[config.mk]
export PLATFORM = sky130hd
export DESIGN_NAME = control_param_encoder
export DESIGN_NICKNAME = d
export VERILOG_FILES = /design/src/rtl/control_param_encoder.sv
export SDC_FILE = /design/constraint.sdc
export NUM_CORES = 1
export LEC_CHECK = 0
export ABC_AREA = 1
export ABC_CLOCK_PERIOD_IN_PS = 3100
export CAP_MARGIN = 5
export CORE_MARGIN = 1
export CORE_UTILIZATION = 47
export CTS_CLUSTER_SIZE = 30
export DETAILED_ROUTE_END_ITERATION = 10
export PLACE_DENSITY = 0.85
export SLEW_MARGIN = 20
export SYNTH_ARGS = -nofsm -noshare
export SYNTH_HDL_FRONTEND = slang
export SYNTH_SLANG_ARGS = --single-unit
export TNS_END_PERCENT = 50
[constraint.sdc]
create_clock -name clk -period 3.1 [get_ports clk]
set_input_delay 0.31 -clock clk [delete_from_list [all_inputs] [get_ports clk]]
set_output_delay 0.31 -clock clk [all_outputs]
set_load 0.01 [all_outputs]
[src/rtl/control_param_encoder.sv]
// Reply-word encoder for the host control-parameter link: serialises decoder status
// pulses and PI parameter readback (single read or full-table dump) into 32-bit words.
module control_param_encoder #(
    parameter int signalBitSize = 16,
    parameter int coeffBitSize  = 20
) (
    input  logic                     clk,
    input  logic                     reset,
    input  logic                     status_ack,
    input  logic                     status_nak,
    input  logic                     status_err,
    input  logic [7:0]               status_addr,
    input  logic                     read_req,
    input  logic [7:0]               read_addr,
    input  logic                     dump_req,
    input  logic [coeffBitSize-1:0]  pi_kp_coefficient,
    input  logic [coeffBitSize-1:0]  pi_ti_coefficient,
    input  logic [coeffBitSize-1:0]  pi_setpoint,
    input  logic [signalBitSize-1:0] pi_limit_HI,
    input  logic [signalBitSize-1:0] pi_limit_LO,
    output logic [31:0]              tx_data,
    output logic                     tx_valid,
    input  logic                     tx_ready,
    output logic                     busy,
    output logic                     status_overflow
);

    typedef enum logic [1:0] {
        IDLE = 2'd0,
        LOAD = 2'd1,
        SEND = 2'd2
    } state_t;

    state_t      state_r;
    logic        slot_full_r;
    logic [7:0]  slot_addr_r;
    logic [7:0]  slot_tag_r;
    logic        is_dump_r;
    logic        is_status_r;
    logic [2:0]  idx_r;
    logic [7:0]  addr_r;

    logic        status_any_s;
    logic [7:0]  status_tag_s;
    logic [7:0]  word_addr_s;
    logic [31:0] data_word_s;

    // Dump order follows the decoder's address map, skipping the unused 06.
    function automatic logic [7:0] dump_addr(input logic [2:0] idx);
        logic [7:0] a;
        case (idx)
            3'd0:    a = 8'h01;
            3'd1:    a = 8'h02;
            3'd2:    a = 8'h03;
            3'd3:    a = 8'h04;
            3'd4:    a = 8'h05;
            3'd5:    a = 8'h07;
            3'd6:    a = 8'h08;
            default: a = 8'h00;
        endcase
        return a;
    endfunction

    // Resolve simultaneous status pulses: err beats nak beats ack.
    always_comb begin
        status_any_s = status_err | status_nak | status_ack;
        if (status_err) begin
            status_tag_s = 8'hEE;
        end else if (status_nak) begin
            status_tag_s = 8'h5A;
        end else if (status_ack) begin
            status_tag_s = 8'hA5;
        end else begin
            status_tag_s = 8'h00;
        end
    end

    // Build the readback word from live parameter values at load time.
    always_comb begin
        if (is_dump_r) begin
            word_addr_s = dump_addr(idx_r);
        end else begin
            word_addr_s = addr_r;
        end
        case (word_addr_s)
            8'h01:   data_word_s = {word_addr_s, 8'h00, 16'(pi_kp_coefficient >> 5'd16)};
            8'h02:   data_word_s = {word_addr_s, 8'h00, pi_kp_coefficient[15:0]};
            8'h03:   data_word_s = {word_addr_s, 8'h00, 16'(pi_ti_coefficient >> 5'd16)};
            8'h04:   data_word_s = {word_addr_s, 8'h00, pi_ti_coefficient[15:0]};
            8'h05:   data_word_s = {word_addr_s, 8'h00, 16'(pi_setpoint[signalBitSize-1:0])};
            8'h07:   data_word_s = {word_addr_s, 8'h00, 16'(pi_limit_HI)};
            8'h08:   data_word_s = {word_addr_s, 8'h00, 16'(pi_limit_LO)};
            default: data_word_s = {word_addr_s, 8'hFF, 16'h0000};
        endcase
    end

    // Reply FSM plus the one-deep status slot; slot take and capture are mutually exclusive.
    always_ff @(posedge clk or posedge reset) begin
        if (reset) begin
            state_r         <= IDLE;
            tx_data         <= 32'h0000_0000;
            tx_valid        <= 1'b0;
            busy            <= 1'b0;
            status_overflow <= 1'b0;
            slot_full_r     <= 1'b0;
            slot_addr_r     <= 8'h00;
            slot_tag_r      <= 8'h00;
            is_dump_r       <= 1'b0;
            is_status_r     <= 1'b0;
            idx_r           <= 3'd0;
            addr_r          <= 8'h00;
        end else begin
            case (state_r)
                IDLE: begin
                    tx_valid <= 1'b0;
                    if (slot_full_r) begin
                        tx_data     <= {slot_addr_r, slot_tag_r, 16'h0000};
                        tx_valid    <= 1'b1;
                        is_status_r <= 1'b1;
                        slot_full_r <= 1'b0;
                        state_r     <= SEND;
                    end else if (busy) begin
                        state_r <= LOAD;
                    end else if (read_req) begin
                        addr_r    <= read_addr;
                        is_dump_r <= 1'b0;
                        busy      <= 1'b1;
                        state_r   <= LOAD;
                    end else if (dump_req) begin
                        idx_r     <= 3'd0;
                        is_dump_r <= 1'b1;
                        busy      <= 1'b1;
                        state_r   <= LOAD;
                    end else begin
                        state_r <= IDLE;
                    end
                end
                LOAD: begin
                    tx_data     <= data_word_s;
                    tx_valid    <= 1'b1;
                    is_status_r <= 1'b0;
                    state_r     <= SEND;
                end
                SEND: begin
                    if (tx_ready) begin
                        tx_valid <= 1'b0;
                        if (is_status_r) begin
                            state_r <= busy ? LOAD : IDLE;
                        end else if (is_dump_r && (idx_r != 3'd6)) begin
                            // Detour through IDLE so a waiting status word goes out between dump words.
                            idx_r   <= idx_r + 3'd1;
                            state_r <= slot_full_r ? IDLE : LOAD;
                        end else begin
                            busy    <= 1'b0;
                            state_r <= IDLE;
                        end
                    end else begin
                        state_r <= SEND;
                    end
                end
                default: begin
                    tx_valid <= 1'b0;
                    busy     <= 1'b0;
                    state_r  <= IDLE;
                end
            endcase

            if (status_any_s) begin
                if (slot_full_r) begin
                    status_overflow <= 1'b1;
                end else begin
                    slot_full_r <= 1'b1;
                    slot_addr_r <= status_addr;
                    slot_tag_r  <= status_tag_s;
                end
            end
        end
    end

endmodule
==> results.env <==
CRITICAL_PATH.CELL_CHAIN='inv_1 -> ha_1 -> nand2_1 -> nand2_1 -> nand2_1 -> nand3_1 -> nor2_8 -> nand2_1 -> nand3_1 -> nand2_1 -> nand2_1 -> o21ai_0'
DR_TOTAL_VIAS=3899
WORST_HOLD_CHECK_PATH_TYPE='primary input to async pin'
DRT-TOTAL-WL_UM=10800
SWITCHING_SHARE_PCT=45.3
SYNTHMOSTINSTANTIATEDCELL='sky130_fd_sc_hd__nand2_1'
CRITICAL_PATH.MAX_FANOUT=23
FLOPS_LATCHES_SYNTH=59
N_ANTENNA_CELL=0
HPWLAFTERDP_UM=8090
CLKPWRFRAC_PCT=17.7
ROUTE.DETAILED.DRC=0
WORSTSETUPSTARTPOINTTYPE='flip-flop'
ARRIVAL_NS=2.52
CTS_RESIZED=0
CRITICAL_PATH_REQUIRED_NS=3.32
UNREPAIRED_SETUP_ENDPOINTS_AFTER_GLOBAL_ROUTING='no'
CLOCK_SKEW_NS=0.0115
CLOCKBUFFERDEPTH=2
TIMING.SETUP.CRITICAL_PATH_CLASS='flip-flop to flip-flop'
POST_ROUTE_UTILIZATION_PCT=72.3
ENDPOINT_KIND='flip-flop'
GRT_MAX_DEGREE=27
DRTPASS1ITERATIONS=5
STATUS='completed'
SYNTHFLOPTYPE='sky130_fd_sc_hd__dfrtp_1'
DRT_ITER0_MARKERS=235
CLOCK-SINKS=59
TIMING.FINAL.CRIT_PERIOD_NS=2.30
SYNTHESIS.AREA_PER_INSTANCE_UM2=7.12
YOSYS_WARNINGS=0
FINAL_NETS=771
POST-CTS-SETUP-BUFFERS=0
WORST-PATH-BUF-INV=1
CAP_VIOLATIONS=0
PLACE_CONGESTION=0.890
DIE-AREA_UM2=8120
GR-USAGE-ALL-LAYERS_PCT=28.0
FRACTION_OF_SYNTHESIZED_CELL_AREA_TAKEN_BY_THE_TOP_AREA_CELL_TYPE_PCT=40.5
CLK_PIN_SLEW_NS=0.08
FLOORPLAN.INITIALDENSITY_PCT=49.5
POWER_SWITCHING_uW=2220
WORST_SKEW_PAIR.LATE_LATENCY_NS=0.34
TIMING.CRITICAL_PATH.SLOWEST_CELL_DELAY_NS=0.39
GRT_PASS1_WL_UM=18200
MAPPEDNETLISTNETS=632
SYN-INSTANCE-COUNT=512
SYNTH-ASYNC-RESET-RATIO_PCT=100
IO_PINS=151
FIN_CRIT_SH_PCT=74.3
POWER-PER-CELL-AREA_nW_PER_UM2=921
AREA.GROWTH.SYNTH_TO_FINAL_PCT=46.0
SYNTH.DISTINCT_CELLS=31
NUMCTSBUFFERS=9
CTS_MAX_LEVEL=3
VIAS_PER_CELL=5.16
CTSHOLDBUFFERS=0
DIE-WIDTH_UM=90.1
GRT_ANTENNA_BEFORE_REPAIR=0
CORE-AREA_UM2=7370
HOLD_VIOLATIONS=0
TIGHTEST_SLEW_NS=0.485
FLOORPLAN.ROWS=31
CP_COMMON_CELL='sky130_fd_sc_hd__nand2_1'
SYNTHESIS.AREA_UM2=3650
DIE_H_UM=90.1
DETAIL_ROUTE.WL_PER_CELL_UM=14.4
WORST_PATH_MAX_DELAY_CELL='sky130_fd_sc_hd__dfrtp_1'
FINALMAXSLEWVIOLATIONS=0
ROOT_BUFFER='sky130_fd_sc_hd__clkbuf_8'
SEQPWRFRAC_PCT=28.1
SYNTH.TOP_CELLS.BY_AREA='sky130_fd_sc_hd__dfrtp_1, sky130_fd_sc_hd__nand2_1, sky130_fd_sc_hd__nand3_1'
FIRST_GLOBAL_VIAS=3907
FINAL_LAYOUT_SIZE_SUFFIX_GT1_SHARE_PCT=6.86
INTERNAL_POWER_uW=2680
NETLIST.TOP_CELL.BY_AREA='sky130_fd_sc_hd__dfrtp_1'
SEQ_TOTAL_AREA_YOSYS_PCT=40.5
CLOCK_TREE_FROM_TRITONCTS='done'
IO_BUFFER_COUNT=146
TIMING.SLEW.HEADROOM_PCT=67.6
YOSYS-TOP-CELLS-COUNT='sky130_fd_sc_hd__nand2_1, sky130_fd_sc_hd__nand3_1, sky130_fd_sc_hd__dfrtp_1'
SYNTH_ENABLE_FLOP_CELLS=0
P_COMB_SHARE_PCT=54.2
FINAL-SETUP-VIOL-COUNT=0
MAX_CLOCK_FREQ_MHz=434
GLOBALROUTEOVERFLOWTOTAL=0
TIMING.CRITICAL_PATH.MAX_DELAY_FAMILY='simple AND/OR/NAND/NOR gates'
IR_DROP_mV=0.570
ANT_NETS=0
FINAL_TOTAL_NEGATIVE_SETUP_SLACK_NS=0
POWER.STATIC_LEAKAGE_uW=0.00260
final timing paths:
kind,from,to,slack [ns],depth (start not counted)
max,idx_r[0]$_DFFE_PP0P_,tx_data[16]$_DFFE_PP0P_,0.80,12
min,reset,tx_data[23]$_DFFE_PP0P_,0.29,2
max reg2reg,idx_r[0]$_DFFE_PP0P_,tx_data[16]$_DFFE_PP0P_,0.80,12
min reg2reg,slot_addr_r[3]$_DFFE_PP0P_,slot_addr_r[3]$_DFFE_PP0P_,0.48,2
max in group asynchronous,reset,idx_r[0]$_DFFE_PP0P_,2.15,3
min in group clk,slot_addr_r[3]$_DFFE_PP0P_,slot_addr_r[3]$_DFFE_PP0P_,0.48,2
flip-flops by register name, summed over array words and instances, names as in the netlist:
| name | flops |
|---|---|
| busy | 1 |
| state_r | 2 |
| is_status_r | 1 |
| slot_tag_r | 4 |
| slot_full_r | 1 |
| tx_data | 28 |
| addr_r | 8 |
| status_overflow | 1 |
| tx_valid | 1 |
| is_dump_r | 1 |
| slot_addr_r | 8 |
| idx_r | 3 |
final cells by class:
cell class                      instances  area [µm²]
Tap cell                               99         124
Fill cell                             587        2040
Clock inverter                          6         113
Clock buffer                           10         138
Sequential cell                        59        1480
Multi-Input combinational cell        395        1850
Inverter                               37         141
Timing Repair Buffer                  149        1480
kinds of logic (layout without fill, tap and decap cells):
logic type	Yosys count	in the layout	share of synthesized area, %
buffers and inverters	58	202	8.82
and+or+nand+nor	342	342	41.3
DFF	59	59	40.5
adders and majority gates	4	4	1.37
AOI/OAI and AO/OA	49	49	7.99
per-layer routing:
| layer | wire, µm | vias to the layer above | GRT usage, % | part of all wire, % |
|---|---|---|---|---|
| met5 | 0 | - | 0 | 0 |
| met4 | 172 | 0 | 8.60 | 1.6 |
| met3 | 774 | 16 | 6.68 | 7.1 |
| met2 | 5490 | 154 | 49.8 | 51 |
| met1 | 4410 | 1825 | 33.4 | 41 |
| li1 | - | 1904 | - | - |
power by group through the flow:
stage / logic [µW] / clock network, µW / registers (µW)
floorplan: 1850 / 0 / 1380
global placement: 2570 / 0 / 1370
detailed placement: 2630 / 0 / 1380
CTS: 2660 / 882 / 1370
global route: 2950 / 929 / 1430
finish: 2660 / 868 / 1380
layout by cell type (no fill, tap or decap), types with 3 or more instances in the layout:
| cell | count |
|---|---|
| sky130_fd_sc_hd__o21ai_4 | 3 |
| sky130_fd_sc_hd__dfrtp_1 | 59 |
| sky130_fd_sc_hd__clkdlybuf4s50_1 | 146 |
| sky130_fd_sc_hd__nor2_1 | 41 |
| sky130_fd_sc_hd__nand2_2 | 3 |
| sky130_fd_sc_hd__nand3_1 | 66 |
| sky130_fd_sc_hd__a21oi_1 | 8 |
| sky130_fd_sc_hd__ha_1 | 4 |
| sky130_fd_sc_hd__buf_4 | 3 |
| sky130_fd_sc_hd__clkbuf_8 | 10 |
| sky130_fd_sc_hd__nor2_4 | 4 |
| sky130_fd_sc_hd__o21ai_0 | 25 |
| sky130_fd_sc_hd__inv_2 | 6 |
| sky130_fd_sc_hd__nand2_1 | 209 |
| sky130_fd_sc_hd__o21ai_1 | 8 |
| sky130_fd_sc_hd__nand4_1 | 7 |
| sky130_fd_sc_hd__inv_1 | 29 |
| sky130_fd_sc_hd__bufinv_16 | 3 |
| sky130_fd_sc_hd__nor2_8 | 3 |
through the flow:
step           instances  instance area [µm²]  total power, µW  worst slack, ns  hold WS [ns]
6_report             755                 5330             4900            0.797         0.293
5_1_grt              755                 5330             5300            0.572         0.334
4_1_cts              755                 5330             4910            0.810         0.294
3_5_place_dp         739                 5070             4020            0.841         0.460
3_3_place_gp         739                 5070             3940            0.881         0.443
2_1_floorplan        512                 3650             3240             1.31         0.420
Power figures use the tool's default switching activity.
